[src/rtl/mul_arb_pkg.sv]
// mul_arb_pkg: shared constants, clog2 helper and tag type for the multiplier arbiter
package mul_arb_pkg;
  localparam int NREQ_DEF = 4;
  localparam int MUL_LAT_DEF = 1;
  localparam int STAT_W = 16;
  localparam int ID_MAX = 3;
  function automatic int clog2(input int n);
    int r;
    r = 0;
    for (int i = 0; i < 31; i++) if ((1 << i) < n) r = i + 1;
    return r;
  endfunction
  typedef struct packed {
    logic              valid;
    logic [ID_MAX-1:0] id;
  } tag_t;
endpackage

[src/rtl/mul_arbiter_rr_pick.sv]
// rr_pick: combinational round-robin select starting at ptr
//   req  requests, ptr  search start index
//   gnt  one-hot winner, idx  encoded winner, any  some request present
module rr_pick #(
  parameter int N = 4,
  parameter int W = 2
) (
  input  logic [N-1:0] req,
  input  logic [W-1:0] ptr,
  output logic [N-1:0] gnt,
  output logic [W-1:0] idx,
  output logic         any
);
  logic [2*N-1:0] dbl;
  logic [N-1:0] rot;
  int w;
  always_comb begin
    dbl = {req, req} >> ptr;
    rot = dbl[N-1:0];
    w = 0;
    for (int k = N - 1; k >= 0; k--) if (rot[k]) w = k;
    w = (w + int'(ptr)) % N;
    idx = W'(w);
    any = |req;
    gnt = any ? N'(1) << idx : '0;
  end
endmodule

[src/rtl/mul_arbiter.sv]
// mul_arbiter: round-robin sharing of one registered multiplier among NREQ requesters
//   clk, rst          clock, synchronous active-high reset
//   en                allow new grants; in-flight results still drain
//   req, a_in, b_in   per-requester request and packed operands
//   gnt               combinational one-hot grant
//   mul_a, mul_b      registered operands to the shared multiplier
//   mul_out           product returned by the multiplier, MUL_LAT cycles later
//   res_valid/id/data registered tagged result
//   MUL_ARBITER_STATS_EN adds stat_busy and per-requester stat_gnt counters
module mul_arbiter
  import mul_arb_pkg::*;
#(
  parameter int NREQ = NREQ_DEF,
  parameter int Nbits = 5,
  parameter int obits = 11,
  parameter int MUL_LAT = MUL_LAT_DEF,
  parameter int IDW = clog2(NREQ)
) (
  input  logic                    clk,
  input  logic                    rst,
  input  logic                    en,
  input  logic [NREQ-1:0]         req,
  input  logic [NREQ*(Nbits+1)-1:0] a_in,
  input  logic [NREQ*(Nbits+1)-1:0] b_in,
  output logic [NREQ-1:0]         gnt,
  output logic [Nbits:0]          mul_a,
  output logic [Nbits:0]          mul_b,
  input  logic [obits:0]          mul_out,
  output logic                    res_valid,
  output logic [IDW-1:0]          res_id,
  output logic [obits:0]          res_data
`ifdef MUL_ARBITER_STATS_EN
  ,
  output logic [STAT_W-1:0]       stat_busy,
  output logic [NREQ*STAT_W-1:0]  stat_gnt
`endif
);
  logic [IDW-1:0] ptr, win;
  logic [NREQ-1:0] pick;
  logic any, go;
  tag_t tag [MUL_LAT+1];
  rr_pick #(.N(NREQ), .W(IDW)) u_pick (
    .req(req),
    .ptr(ptr),
    .gnt(pick),
    .idx(win),
    .any(any)
  );
  // gnt is only ever raised on a requesting line, so go is the transfer condition
  always_comb begin
    go = en & ~rst & any;
    gnt = go ? pick : '0;
  end
  // the last tag stage lines up with mul_out from the operands loaded MUL_LAT cycles earlier
  always_ff @(posedge clk) begin
    if (rst) begin
      ptr <= '0;
      mul_a <= '0;
      mul_b <= '0;
      for (int s = 0; s <= MUL_LAT; s++) tag[s] <= '0;
      res_valid <= 1'b0;
      res_id <= '0;
      res_data <= '0;
    end else begin
      if (go) begin
        mul_a <= a_in[win*(Nbits+1) +: Nbits+1];
        mul_b <= b_in[win*(Nbits+1) +: Nbits+1];
        ptr <= IDW'((int'(win) + 1) % NREQ);
      end
      tag[0] <= '{valid: go, id: ID_MAX'(win)};
      for (int s = 1; s <= MUL_LAT; s++) tag[s] <= tag[s-1];
      res_valid <= tag[MUL_LAT].valid;
      res_id <= IDW'(tag[MUL_LAT].id);
      res_data <= mul_out;
    end
  end
`ifdef MUL_ARBITER_STATS_EN
  logic [STAT_W-1:0] busy;
  logic [NREQ*STAT_W-1:0] gcnt;
  always_ff @(posedge clk) begin
    if (rst) begin
      busy <= '0;
      gcnt <= '0;
    end else begin
      if (any && !go && busy != {STAT_W{1'b1}}) busy <= busy + 1'b1;
      for (int i = 0; i < NREQ; i++)
        if (gnt[i] && gcnt[i*STAT_W +: STAT_W] != {STAT_W{1'b1}})
          gcnt[i*STAT_W +: STAT_W] <= gcnt[i*STAT_W +: STAT_W] + 1'b1;
    end
  end
  assign stat_busy = busy;
  assign stat_gnt = gcnt;
`endif
endmodule

[config.mk]
export PLATFORM = sky130hd
export DESIGN_NAME = mul_arbiter
export DESIGN_NICKNAME = d
export VERILOG_FILES = /design/src/rtl/mul_arb_pkg.sv /design/src/rtl/mul_arbiter_rr_pick.sv /design/src/rtl/mul_arbiter.sv
export SDC_FILE = /design/constraint.sdc
export NUM_CORES = 1
export LEC_CHECK = 0
export ABC_CLOCK_PERIOD_IN_PS = 2700
export CAP_MARGIN = 30
export CORE_MARGIN = 3
export CORE_UTILIZATION = 38
export CTS_CLUSTER_DIAMETER = 120
export DETAILED_ROUTE_END_ITERATION = 8
export GPL_TIMING_DRIVEN = 0
export PLACE_DENSITY_LB_ADDON = 0.25
export SYNTH_ARGS = -nofsm -noshare
export SYNTH_HDL_FRONTEND = slang
export SYNTH_HIERARCHICAL = 1
export SYNTH_SLANG_ARGS = --single-unit
[constraint.sdc]
create_clock -name clk -period 2.7 [get_ports clk]
set_input_delay 0.54 -clock clk [delete_from_list [all_inputs] [get_ports clk]]
set_output_delay 0.54 -clock clk [all_outputs]
set_load 0.005 [all_outputs]
# [After elaboration in Yosys (flattened, before gate mapping)]
# Memories as Yosys holds them, arrays and structs flattened. A register that Yosys moved wholly into a read port is not among the register bits.
# Cells that the tools add are included.
[word_totals] wordCells=29 mem_bits_ro=0 latch_bits=0 reg_bits=26 ramBits=8 memories=1 inputBits=67
[op_classes] magnitude_cmp=0 n_bitwise=5 eq_ne=0 n_addsub=2 n_div=0 n_mux=11 reduce_logical=1 shifts=4 multipliers=1
[mem_list] memory="tag" depth=2 word_bits=4 read_ports=2 rd_clocked_by_memory_dff=1 wr=2 line="mul_arbiter.sv:41" text="tag_t tag [MUL_LAT+1];"
[ops] operator="24-bit by 6-bit variable part select with 6-bit output" n=2
[ops] operator="4-bit 2-to-1 mux" n=4
[ops] operator="2-bit 2-to-1 mux" n=4
[ops] operator="8-bit by 2-bit >> shifter with 4-bit output" n=1
[ops] operator="2-bit by 2-bit multiplier with 4-bit output (second input constant)" n=1
[ops] operator="4-bit OR reduction" n=1
[ops] operator="1-bit by 2-bit << shifter with 4-bit output (first input constant)" n=1
[ops] operator="1-bit 2-to-1 mux" n=3
[ops] operator="2-bit by 1-bit adder with 2-bit output (second input constant)" n=1
[ops] operator="2-bit adder" n=1
[ops] operator="1-bit AND" n=2
[ops] operator="1-bit OR" n=2
[ops] operator="1-bit inverter" n=1

# [Longest topological paths before layout]
[logic_depth] word_depth=9 depth_mapped=12 ltp_nobuf=10

# [Modules after synthesis]
# Netlist, hierarchy kept.
[by_module_without_submodules] module="mul_arbiter" area_each_um2=1395.1 seq_area_each_um2=700.7 cells_per_inst=124 instances=1
[by_module_without_submodules] module="rr_pick" area_each_um2=326.6 seq_area_each_um2=0.0 cells_per_inst=42 instances=1

# [Least setup slack after synthesis]
# No wires, ideal clock.
[synth_timing] kind="input-to-reg" from="input req[0]" to="register mul_a[0]" slack_ps=148 arrival_ps=2420 setup_time_ps=132 stages=11 path_buffers=2 cell_sequence="buf_6 -> o21a_1 -> a21oi_1 -> o211ai_1 -> ha_1 -> xnor2_1 -> xnor2_1 -> buf_2 -> mux4_2 -> nand2_1 -> a21oi_1"
[synth_via] elab_chain_len=8
[synth_rtl] element="start, declared" line="mul_arbiter.sv:22" text="input logic [NREQ-1:0] req,"
[synth_rtl] element="8-bit by 2-bit >> shifter with 4-bit output (*)" line="mul_arbiter_rr_pick.sv:18" text="dbl = {req, req} >> ptr;"
[synth_rtl] element="2-bit 2-to-1 mux (3 in a row)" line="mul_arbiter_rr_pick.sv:21" text="for (int k = N - 1; k >= 0; k--) if (rot[k]) w = k;"
[synth_rtl] element="2-bit 2-to-1 mux (*)" line="mul_arbiter_rr_pick.sv:21"
[synth_rtl] element="2-bit adder (*)" line="mul_arbiter_rr_pick.sv:22" text="w = (w + int'(ptr)) % N;"
[synth_rtl] element="named net win[1]" line="mul_arbiter.sv:38" text="logic [IDW-1:0] ptr, win;"
[synth_rtl] element="2-bit by 2-bit multiplier with 4-bit output (*)" line="mul_arbiter.sv:66" text="mul_a <= a_in[win*(Nbits+1) +: Nbits+1];"
[synth_rtl] element="24-bit by 6-bit variable part select with 6-bit output (*)" line="mul_arbiter.sv:66"
[synth_rtl] element="end signal, assigned" line="mul_arbiter.sv:66"
[synth_rtl] element="end, declared" line="mul_arbiter.sv:26" text="output logic [Nbits:0] mul_a,"
# The timed path passes the listed nets; every way through them passes the cells marked *.
# A chain may end at the register's enable or synchronous reset.

# [Worst setup path after layout]
[layout_timing] from="register ptr[0]" to="output gnt[2]"
[layout_via] elab_chain_len=9
[layout_rtl] element="start, declared" line="mul_arbiter.sv:38"
[layout_rtl] element="start signal, assigned" line="mul_arbiter.sv:68" text="ptr <= IDW'((int'(win) + 1) % NREQ);"
[layout_rtl] element="8-bit by 2-bit >> shifter with 4-bit output" line="mul_arbiter_rr_pick.sv:18"
[layout_rtl] element="2-bit 2-to-1 mux (4 in a row)" line="mul_arbiter_rr_pick.sv:21"
[layout_rtl] element="2-bit adder (*)" line="mul_arbiter_rr_pick.sv:22"
[layout_rtl] element="1-bit by 2-bit << shifter with 4-bit output (*)" line="mul_arbiter_rr_pick.sv:25" text="gnt = any ? N'(1) << idx : '0;"
[layout_rtl] element="4-bit 2-to-1 mux (*)" line="mul_arbiter_rr_pick.sv:25"
[layout_rtl] element="named net pick[2]" line="mul_arbiter.sv:39" text="logic [NREQ-1:0] pick;"
[layout_rtl] element="4-bit 2-to-1 mux (*)" line="mul_arbiter.sv:52" text="gnt = go ? pick : '0;"
[layout_rtl] element="end, declared" line="mul_arbiter.sv:25" text="output logic [NREQ-1:0] gnt,"
# Marks and branches as above.

==> impl_metrics.yaml <==
outcome:
  status: "finished, violations left"
  violations: "negative setup slack"
timing:
  max_slew.worst_pin.slew_ns: 0.6363
  setup_viol: 4
  max_freq_ghz: 0.3621
  period_needed_ns: 2.761
  final_hold_viol_count: 0
  slew_violations: 0
  tns_ns: -0.1281
  hold_slack_ns: 0.4419
  relSlewSlack_pct: 57.23
  fin_crit_sh_pct: 102.3
  layout_setup_ws_ns: -0.06129
  finalClockSkew_ns: 0.001677
  rsz0062_at_grt: "yes"
grt:
  antenna_found_initial: 0
  grt_pass1_wl_um: 6913
  grt-ovfl-total: 0
  grtUsageTotal_pct: 17.12
  grt_pass1_vias: 1605
  grt_start_max_net_pins: 12
cts:
  cts_htree_levels: 2
  postCtsHoldBufs: 0
  cts_tree: "yes"
  worst_skew_pair.late_latency_ns: 0.28
  ctsRootBufferMaster: "clkbuf_8"
  clockBufferDepth: 2
  cts.clk_slew.worst_paths_ns: 0.07
  cts_made_buffers: 5
  cts_num_sinks: 35
floorplanning:
  design.core.area_sq_um: 4173
  ioPinCount: 98
  die_w_um: 73.31
  std_cell_rows: 23
  die_area_sq_um: 5374
  start_util_pct: 41.26
  die_h_um: 73.31
worst_setup_path:
  crit_path_cell_trace: "inv_2 > nor3b_2 > a21oi_1 > o211ai_1 > ha_2 > xnor2_4 > nand2_2 > mux2i_1 > and2_1 > buf_2"
  cp_max_fo: 6
  critPathTopFamily: "simple AND/OR/NAND/NOR gates"
  slowest_stage: "dfxtp_4"
  critPathArrivalTime_ns: 2.22
  worst-path-buf-inv: 2
  critPathLaunchType: "flop"
  critPathRequiredTime_ns: 2.16
  path_class: "flop to primary output"
  max_stage_delay_ns: 0.39
  crit_path_end_kind: "primary output"
synthesis:
  synth-xor-area-share_pct: 2.035
  synth_common_cells: "dfxtp_1, nand2_1, nor2b_1, a21oi_1"
  yosys.area_share.simple_pct: 21.58
  synth_area_leaders: "dfxtp_1, mux4_2, mux4_1"
  ys_ff_latch: 35
  synth_nets: 234
  yosysMostFrequentCell: "dfxtp_1"
  async_flop_share_pct: 0
  synth-main-ff-cell: "dfxtp_1"
  synth_mux_area_share_pct: 20.28
  ys_seq_area_share_pct: 40.70
  yosysTopAreaCell: "dfxtp_1"
  synth_top_family_by_area: "simple AND/OR/NAND/NOR gates"
  synth_compound_area_share_pct: 8.140
  ys_warn_count: 6
  synth_edf_count: 0
  avgSynthCellArea_sq_um: 10.37
  synth_cell_type_count: 32
  synth_largest_type_area_fraction_pct: 40.70
  synth_fa_ha_area_share_pct: 0.7267
  synth_cells: 166
  synth_area_sq_um: 1722
route:
  dr.first_iter.drc_count: 35
  viasPerCell: 4.947
  vias: 1598
  ant_nets: 0
  wl_per_cell_um: 14.02
  drc: 0
  first_pass_iters: 4
  drt_wl_total_um: 4530
cells_and_area:
  diodes: 0
  fin_nets: 340
  area_delta_synth_final_pct: 72.17
  final_area_sq_um: 2964
  drive_above_1_share_pct: 18.32
power_and_ir_drop:
  power_leakage_nw: 1.147
  total_power_mw: 1.847
  p_per_area_nw_per_um2: 623.2
  ir_worst_vdd_mv: 0.3025
place:
  place.gp.congestion: 0.7399
  placed_area_sq_um: 2735
  dp_hpwl_um: 3386
  port_buffers: 95
flow_run:
  cap_violations: 0
worst_hold_path:
  hp-class: "flop to flop"
power by group:
part	internal, mW	switching [mW]	total (mW)	leakage (nW)
Sequential	0.574	0.0255	0.600	0.290
Combinational	0.431	0.266	0.696	0.791
Clock	0.369	0.182	0.551	0.0654
final timing paths:
kind / start / end / slack (ns) / cells past startpoint
setup / recovery: ptr[0] / gnt[2] / -0.06 / 10
hold / removal: tag[0][0] / tag[1][0] / 0.44 / 1
setup reg to reg: ptr[0] / mul_a[4] / 0.08 / 11
hold reg to reg: tag[0][0] / tag[1][0] / 0.44 / 1
state kept, by name (all words and copies together) (netlist names):
name       flops
mul_b          6
res_valid      1
res_data      12
res_id         2
mul_a          6
ptr            2
tag            6
layer usage:
metal,vias to the layer above,GRT usage (%),routed length (um)
met2,90,30.59,2148
li1,781,-,-
met3,10,6.977,526
met1,717,18.02,1767
met5,-,0,0
met4,0,6.036,88
worst register-to-register path: cells and delay by family (launching register included):
kind	cells	cell delay (ns)
simple gates	2	0.28
mux	1	0.33
flops	1	0.39
compound gates	3	0.38
xor+xnor	2	0.44
buf+inv	2	0.36
fa+ha+maj	1	0.32
repair_timing:
item                                   in CTS  in global routing
buffers inserted                            3                  2
pin swaps                                   8                  6
endpoints found under the hold margin       0                  0
gates resized for setup                    33                 14
setup endpoints to repair                  18                 12
placed cells by master, fill, tap and decap left out, drive strengths merged:
cell type,count
clkdlybuf4s50,89
dfxtp,35
nand2,30
nor2b,21
buf,16
a21oi,14
clkbuf,13
mux4,12
nor2,7
mux2i,6
and2,5
xnor2,3
a211oi,2
bufinv,2
inv,2
nor3b,2
o21ai,2
nor4,2
o21a,1
o211ai,1
or2b,1
or4,1
and3b,1
nor3,1
and2b,1
o311ai,1
xor2,1
ha,1
logic make-up after synthesis:
kind of cell	Yosys count
and+or+nand+nor	72
AOI/OAI and AO/OA	21
xor gates and xnor gates	4
buffers and inverters	15
muxes	18
DFF	35
adders and majority gates	1
layout make-up:
cell class / instances / area (sq um)
fillers: 317 / 1209
multi-input cells: 116 / 996.0
repair buffers: 100 / 964.7
flip-flops and latches: 35 / 704.4
plain buffers: 12 / 96.34
clock buffers: 6 / 72.57
well taps: 50 / 62.56
clock inverters: 2 / 60.06
inverters: 2 / 7.507
per-stage QoR:
| step | std cells | util [%] | worst slack, ns |
|---|---|---|---|
| floorplan | 166 | - | 0.1480 |
| global placement | 311 | 65.55 | -0.8267 |
| detailed placement | 311 | 65.55 | -0.8629 |
| CTS | 322 | 69.51 | 0.01169 |
| global route | 323 | 71.03 | -0.2377 |
| finish | 323 | 71.03 | -0.06129 |
No activity file was read; power rests on OpenSTA's default activity.
